--- config.mk ---
export PLATFORM = sky130hd
export DESIGN_NAME = evt_engine_merger_flat
export DESIGN_NICKNAME = d
export VERILOG_FILES = /design/src/rtl/evt_engine_merger_if.sv /design/src/rtl/evt_engine_merger.sv /design/src/flat_wrapper.sv
export SDC_FILE = /design/constraint.sdc
export NUM_CORES = 1
export LEC_CHECK = 0
export CAP_MARGIN = 20
export CORE_MARGIN = 3
export CORE_UTILIZATION = 30
export DETAILED_ROUTE_END_ITERATION = 10
export SYNTH_ARGS = -nofsm -noshare
export SYNTH_HDL_FRONTEND = slang
export SYNTH_SLANG_ARGS = --single-unit
--- constraint.sdc ---
create_clock -name clk_i -period 4 [get_ports clk_i]
set_input_delay 1 -clock clk_i [delete_from_list [all_inputs] [get_ports clk_i]]
set_output_delay 1 -clock clk_i [all_outputs]
set_load 0.05 [all_outputs]
--- src/rtl/evt_engine_merger_if.sv ---
// SNE event word layout and the valid/ready stream interface that carries it.
package sne_evt_pkg;
  localparam logic [3:0] EVT_IDLE       = 4'h0;
  localparam logic [3:0] EVT_SPIKE      = 4'h1;
  localparam logic [3:0] EVT_ACCUMULATE = 4'h2;
  localparam logic [3:0] EVT_WIPE       = 4'h3;
  localparam logic [3:0] EVT_UPDATE     = 4'h4;
  localparam logic [3:0] EVT_TIME       = 4'h5;
  localparam logic [3:0] EVT_SYNCH      = 4'h6;

  typedef struct packed {
    logic [3:0]  operation;
    logic [3:0]  unit_id;
    logic [7:0]  cid;
    logic [15:0] payload;
  } spike_t;

  typedef struct packed {
    spike_t spike;
  } sne_evt_t;
endpackage

interface SNE_EVENT_STREAM;
  import sne_evt_pkg::*;
  logic     valid;
  logic     ready;
  sne_evt_t evt;

  modport src (output valid, output evt, input ready);
  modport dst (input valid, input evt, output ready);
endinterface

--- src/rtl/evt_engine_merger.sv ---
// Merges spike-class and time-class event streams into one engine-bound stream.
// Optional op-class checking (drop + error count) enabled by EVT_ENGINE_MERGER_OP_CHECK_EN.
module evt_engine_merger
  import sne_evt_pkg::*;
#(
  parameter int ENGINE_ID   = 0,
  parameter int SPIKE_BURST = 16
) (
  input  logic         clk_i,
  input  logic         rst_ni,
  input  logic         enable_i,
  SNE_EVENT_STREAM.dst evt_stream_spike_dst,
  SNE_EVENT_STREAM.dst evt_stream_time_dst,
  SNE_EVENT_STREAM.src evt_stream_engine_src,
  output logic [15:0]  err_cnt_o,
  output logic         busy_o
);

  if (SPIKE_BURST < 1 || SPIKE_BURST > 255) begin : g_burst_chk
    $error("SPIKE_BURST must lie in 1..255");
  end
  if (ENGINE_ID < 0) begin : g_id_chk
    $error("ENGINE_ID must be non-negative");
  end

  localparam logic [7:0] BURST_MAX = 8'(SPIKE_BURST);

  typedef enum logic [1:0] {
    ST_IDLE = 2'd0,
    ST_SEND = 2'd1,
    ST_DROP = 2'd2
  } state_e;

  function automatic logic [7:0] sat_inc8(input logic [7:0] v, input logic [7:0] lim);
    return (v == lim) ? v : v + 8'd1;
  endfunction

  function automatic logic [15:0] sat_inc16(input logic [15:0] v);
    return (v == 16'hFFFF) ? v : v + 16'd1;
  endfunction

  state_e     state_q, state_d;
  logic [7:0] burst_cnt_q;
  logic       spike_v, time_v, grant_time, grant_spike, idle_rdy;
  logic       spike_hs, time_hs, acc_hs, drop_evt;
  logic       vld_p1, busy;
  sne_evt_t   acc_evt, evt_p1;

  assign spike_v = evt_stream_spike_dst.valid;
  assign time_v  = evt_stream_time_dst.valid;

  // Time wins only when alone or when the spike burst allowance is used up.
  assign grant_time  = enable_i && time_v && (!spike_v || burst_cnt_q == BURST_MAX);
  assign grant_spike = enable_i && spike_v && !grant_time;
  assign idle_rdy    = rst_ni && (state_q == ST_IDLE);

  assign evt_stream_spike_dst.ready = idle_rdy && grant_spike;
  assign evt_stream_time_dst.ready  = idle_rdy && grant_time;

  assign spike_hs = evt_stream_spike_dst.ready && spike_v;
  assign time_hs  = evt_stream_time_dst.ready && time_v;
  assign acc_hs   = spike_hs || time_hs;
  assign acc_evt  = time_hs ? evt_stream_time_dst.evt : evt_stream_spike_dst.evt;

`ifdef EVT_ENGINE_MERGER_OP_CHECK_EN
  function automatic logic is_time_op(input logic [3:0] op);
    return (op == EVT_TIME) || (op == EVT_SYNCH);
  endfunction

  assign drop_evt = time_hs ? !is_time_op(evt_stream_time_dst.evt.spike.operation)
                            : is_time_op(evt_stream_spike_dst.evt.spike.operation);

  logic [15:0] err_cnt_q;
  always_ff @(posedge clk_i or negedge rst_ni) begin
    if (!rst_ni)              err_cnt_q <= '0;
    else if (acc_hs && drop_evt) err_cnt_q <= sat_inc16(err_cnt_q);
  end
  assign err_cnt_o = err_cnt_q;
`else
  assign drop_evt  = 1'b0;
  assign err_cnt_o = sat_inc16(16'hFFFF) & 16'h0000;
`endif

  always_ff @(posedge clk_i or negedge rst_ni) begin
    if (!rst_ni)                 burst_cnt_q <= '0;
    else if (!time_v || time_hs) burst_cnt_q <= '0;
    else if (spike_hs)           burst_cnt_q <= sat_inc8(burst_cnt_q, BURST_MAX);
  end

  always_ff @(posedge clk_i or negedge rst_ni) begin
    if (!rst_ni) state_q <= ST_IDLE;
    else         state_q <= state_d;
  end

  always_comb begin
    state_d = ST_IDLE;
    case (state_q)
      ST_IDLE: state_d = acc_hs ? (drop_evt ? ST_DROP : ST_SEND) : ST_IDLE;
      ST_SEND: state_d = evt_stream_engine_src.ready ? ST_IDLE : ST_SEND;
      ST_DROP: state_d = ST_IDLE;
      default: state_d = ST_IDLE;
    endcase
  end

  always_comb begin
    vld_p1 = 1'b0;
    busy   = 1'b0;
    case (state_q)
      ST_SEND: begin
        vld_p1 = 1'b1;
        busy   = 1'b1;
      end
      ST_DROP: busy = 1'b1;
      default: ;
    endcase
  end

  // ---- stage p1: output register (data only, masked while not valid) ----
  always_ff @(posedge clk_i) begin
    if (acc_hs) evt_p1 <= acc_evt;
  end

  assign evt_stream_engine_src.valid = vld_p1;
  assign evt_stream_engine_src.evt   = vld_p1 ? evt_p1 : '0;
  assign busy_o                      = busy;

endmodule

--- src/flat_wrapper.sv ---
// flat-port wrapper written by rule: the top's interface ports become plain ports
module evt_engine_merger_flat import sne_evt_pkg::*;
#(
  parameter int ENGINE_ID   = 0,
  parameter int SPIKE_BURST = 16
)
  (clk_i, rst_ni, enable_i, err_cnt_o, busy_o, evt_stream_spike_dst_valid, evt_stream_spike_dst_evt, evt_stream_spike_dst_ready, evt_stream_time_dst_valid, evt_stream_time_dst_evt, evt_stream_time_dst_ready, evt_stream_engine_src_valid, evt_stream_engine_src_evt, evt_stream_engine_src_ready);
  SNE_EVENT_STREAM evt_stream_spike_dst_i ();
  SNE_EVENT_STREAM evt_stream_time_dst_i ();
  SNE_EVENT_STREAM evt_stream_engine_src_i ();
  input  logic clk_i;
  input  logic rst_ni;
  input  logic enable_i;
  output logic [15:0] err_cnt_o;
  output logic busy_o;
  input wire logic [$bits(evt_stream_spike_dst_i.valid)-1:0] evt_stream_spike_dst_valid;
  input wire logic [$bits(evt_stream_spike_dst_i.evt)-1:0] evt_stream_spike_dst_evt;
  output wire logic [$bits(evt_stream_spike_dst_i.ready)-1:0] evt_stream_spike_dst_ready;
  input wire logic [$bits(evt_stream_time_dst_i.valid)-1:0] evt_stream_time_dst_valid;
  input wire logic [$bits(evt_stream_time_dst_i.evt)-1:0] evt_stream_time_dst_evt;
  output wire logic [$bits(evt_stream_time_dst_i.ready)-1:0] evt_stream_time_dst_ready;
  output wire logic [$bits(evt_stream_engine_src_i.valid)-1:0] evt_stream_engine_src_valid;
  output wire logic [$bits(evt_stream_engine_src_i.evt)-1:0] evt_stream_engine_src_evt;
  input wire logic [$bits(evt_stream_engine_src_i.ready)-1:0] evt_stream_engine_src_ready;
  assign evt_stream_spike_dst_i.valid = evt_stream_spike_dst_valid;
  assign evt_stream_spike_dst_i.evt = evt_stream_spike_dst_evt;
  assign evt_stream_spike_dst_ready = evt_stream_spike_dst_i.ready;
  assign evt_stream_time_dst_i.valid = evt_stream_time_dst_valid;
  assign evt_stream_time_dst_i.evt = evt_stream_time_dst_evt;
  assign evt_stream_time_dst_ready = evt_stream_time_dst_i.ready;
  assign evt_stream_engine_src_valid = evt_stream_engine_src_i.valid;
  assign evt_stream_engine_src_evt = evt_stream_engine_src_i.evt;
  assign evt_stream_engine_src_i.ready = evt_stream_engine_src_ready;
  evt_engine_merger #(.ENGINE_ID(ENGINE_ID), .SPIKE_BURST(SPIKE_BURST)) u_core (.clk_i(clk_i), .rst_ni(rst_ni), .enable_i(enable_i), .evt_stream_spike_dst(evt_stream_spike_dst_i), .evt_stream_time_dst(evt_stream_time_dst_i), .evt_stream_engine_src(evt_stream_engine_src_i), .err_cnt_o(err_cnt_o), .busy_o(busy_o));
endmodule
==> impl_metrics.json <==
{
  "status": "finished, final reports clean",
  "worst_ep_required_time_ns": 3.00,
  "switching_share_pct": 31.0,
  "yosys.cell_types.count": 33,
  "ys_ff_latch": 41,
  "critical_path_class": "input port to primary output",
  "finalSetupViolCount": 0,
  "final_nets": 358,
  "combinational_family_with_the_most_area_after_synthesis": "simple AND/OR/NAND/NOR gates",
  "final-instance-count-excl-fill": 383,
  "cp_cell_sequence": "clkdlybuf4s50_1, nand3b_1, nor3b_4, buf_12",
  "htree_levels": 2,
  "clock-sinks": 41,
  "first_global_vias": 1687,
  "max_freq_mhz": 304,
  "synth_area_per_cell_um2": 12.6,
  "post-place-cells": 374,
  "worst_hold_path_type": "flip-flop to flip-flop",
  "cts-buffers-inserted": 5,
  "areaGrowthSynthToFinish_pct": 54.2,
  "r2r_cells": 5,
  "stdcell_area_mm2": 0.00347,
  "route.vias.total": 1681,
  "power.share.clock_pct": 25.2,
  "critical_path_at_ns": 2.29,
  "vdd_ir_drop_max_mv": 0.151,
  "power_frac_comb_pct": 29.2,
  "worstSetupStartpointType": "input port",
  "drt-vias-per-instance": 4.39,
  "clk_latency_ns": 0.29,
  "rrSetupSlack_ns": 1.46,
  "initial_utilization_pct": 32.0,
  "cts_resized": 0,
  "postRouteAntennaNets": 0,
  "slew_headroom_pct": 63.3,
  "ctsRootBufferMaster": "clkbuf_8",
  "seq_total_area_yosys_pct": 52.7,
  "postRouteWirelength_mm": 5.25,
  "grt_first_pass_wirelength_mm": 8.40,
  "synth_adder_area_share_pct": 1.11,
  "critical_path.startpoint": "enable_i",
  "timing.rr.start": "u_core.state_q[0]",
  "detailed_place.area_mm2": 0.00335,
  "p_int_uw": 736,
  "proportion_of_layout_cells_with_a_drive_suffix_above_1_pct": 16.0,
  "floorplan.io_pins": 122,
  "max_cap_violation_count": 0,
  "crit_slowest_cell": "clkdlybuf4s50_1",
  "io_buffers": 105,
  "post_synth_inst_count": 178,
  "grt_util_met2_pct": 19.0,
  "global_route.usage.met3_pct": 6.74,
  "tns_ns": 0,
  "cp_slowest_stage_delay_ns": 0.52,
  "die-area_mm2": 0.00857,
  "globalRoute.totalOverflow": 0,
  "synth_area_leader_cell": "edfxtp_1",
  "globalRouteTotalUtil_pct": 12.6,
  "core_area_mm2": 0.00702,
  "cts_tree": "yes",
  "number_of_optimization_iterations_in_the_first_detailed_route_pass": 4,
  "grt_antenna_before_repair": 0,
  "holdWs_ns": 0.610,
  "grt_setup_unrepaired": "false",
  "pwr_density_cell_mw_per_mm2": 308,
  "ctsHoldBuffers": 0,
  "drcViolationCount": 0,
  "mappedNetlistArea_mm2": 0.00225,
  "wire_per_inst_um": 13.7,
  "synth-simple-area-share_pct": 17.0,
  "leakagePower_nw": 1.26,
  "post-route-min-period_ns": 3.29,
  "period_share_pct": 82.3,
  "dieWidth_um": 92.6,
  "rr_endpoint": "u_core.evt_p1[14]",
  "power.share.sequential_pct": 45.6,
  "postCtsSetupBuffers": 0,
  "slew_violations": 0,
  "synth_compound_gate_area_share_pct": 2.50,
  "skew_ns": 0.00845,
  "timing.critical_path.fanout_max": 6,
  "gp_routability_congestion": 0.798,
  "clock_tree.buffer_depth": 2,
  "synth.area.mux_share_pct": 16.0,
  "die_height_um": 92.6,
  "pin_count_of_the_biggest_net_entering_global_routing": 39,
  "synthDominantCellAreaShare_pct": 42.7,
  "antennaDiodeCount": 0,
  "use_met1_pct": 15.1,
  "synthTopCellsByArea": "edfxtp_1 (43%), mux2_2 (14%), dfrtp_1 (10%)",
  "tightest_slew_ns": 0.547,
  "endpoint_kind": "primary output",
  "critical_path.endpoint": "evt_stream_time_dst_ready",
  "yosysWarnings": 0,
  "total_power_mw": 1.07,
  "clk_pin_slew_ns": 0.08,
  "hold_viol_final": 0,
  "holdCritStartpoint": "u_core.burst_cnt_q[7]",
  "synthXorXnorAreaFrac_pct": 1.95,
  "dp.final_hpwl_mm": 3.73,
  "floorplan.rows": 30,
  "grt-busiest-layer": "met2",
  "power_switching_uw": 331,
  "detail_route.iter0.violations": 72
}
[state kept, by name, indices dropped and copies added, names as in the netlist]
name,flops
u_core.state_q,1
u_core.evt_p1,32
u_core.burst_cnt_q,8
[synthesized netlist by cell type]
cell	n
xor2_1	2
a31oi_2	1
xnor2_1	3
o21ai_0	1
edfxtp_1	32
conb_1	1
nor2_1	9
or3_1	2
nand3b_1	1
nand3_1	1
o21ai_1	1
nand4b_1	1
and2_1	32
o41a_1	1
buf_6	3
nand2_1	4
clkbuf_1	3
mux2_1	4
buf_4	17
dfrtp_1	9
nor3_1	2
nor4b_4	1
and4b_1	1
nor2b_1	1
o22ai_1	1
inv_1	5
a31oi_1	1
nand4_1	3
and3_1	2
a21oi_1	2
mux2_2	28
ha_1	2
nor3b_4	1
[worst max-delay path, delay by kind of cell]
kind | cells | cell delay, ns
buf+inv | 2 | 0.70
simple gates | 2 | 0.60
[cells by family (layout without fill, tap and decap cells)]
logic type,count (synthesis),after routing
fa+ha+maj,2,2
simple gates,61,61
xor+xnor,5,5
mux,32,32
compound gates,8,8
flops,41,41
other cells,1,16
buf+inv,28,122
[worst min-delay path by stage]
stage | end | slack [ns] | depth (start not counted)
after floorplan | u_core.burst_cnt_q[2] | 0.56 | 2
after global placement | u_core.burst_cnt_q[2] | 0.59 | 2
after detailed placement | u_core.burst_cnt_q[7] | 0.60 | 2
after CTS | u_core.burst_cnt_q[2] | 0.62 | 2
after global routing | u_core.burst_cnt_q[2] | 0.65 | 2
final | u_core.burst_cnt_q[7] | 0.61 | 2
[layout make-up]
cell class / instances / area, µm²
Sequential cell: 41 / 1190
Fill cell: 636 / 3550
Inverter: 5 / 18.8
Timing Repair Buffer: 109 / 1120
Clock buffer: 5 / 68.8
Clock inverter: 3 / 17.5
Tap cell: 96 / 120
Multi-Input combinational cell: 124 / 936
[layout by cell type, fill, tap and decap left out, drive strengths merged]
cell / Yosys / routed
a21oi: 2 / 2
a31oi: 2 / 2
and2: 32 / 32
and3: 2 / 2
and4b: 1 / 1
buf: 20 / 6
clkbuf: 3 / 5
clkdlybuf4s50: 0 / 103
clkinv: 0 / 2
clkinvlp: 0 / 1
conb: 1 / 16
dfrtp: 9 / 9
edfxtp: 32 / 32
ha: 2 / 2
inv: 5 / 5
mux2: 32 / 32
nand2: 4 / 4
nand3: 1 / 1
nand3b: 1 / 1
nand4: 3 / 3
nand4b: 1 / 1
nor2: 9 / 9
nor2b: 1 / 1
nor3: 2 / 2
nor3b: 1 / 1
nor4b: 1 / 1
o21ai: 2 / 2
o22ai: 1 / 1
o41a: 1 / 1
or3: 2 / 2
xnor2: 3 / 3
xor2: 2 / 2
[per-layer routing]
layer	wire length, µm	share of wire (%)
met5	0	0
met4	59	1.1
met3	695	13
met2	2300	44
met1	2190	42
[per-stage QoR]
stage	setup slack, ns	util [%]
2_1_floorplan	0.960	-
3_3_place_gp	0.719	47.8
3_5_place_dp	0.705	47.8
4_1_cts	0.509	49.0
5_1_grt	0.594	49.4
6_report	0.706	49.4
[power groups by stage]
stage,clock [mW],combinational [mW],sequential (mW)
6_report,0.269,0.312,0.486
2_1_floorplan,0,0.186,0.497
3_3_place_gp,0,0.301,0.502
5_1_grt,0.301,0.330,0.489
3_5_place_dp,0,0.301,0.502
4_1_cts,0.284,0.303,0.493
(Power assumes the default switching activity.)
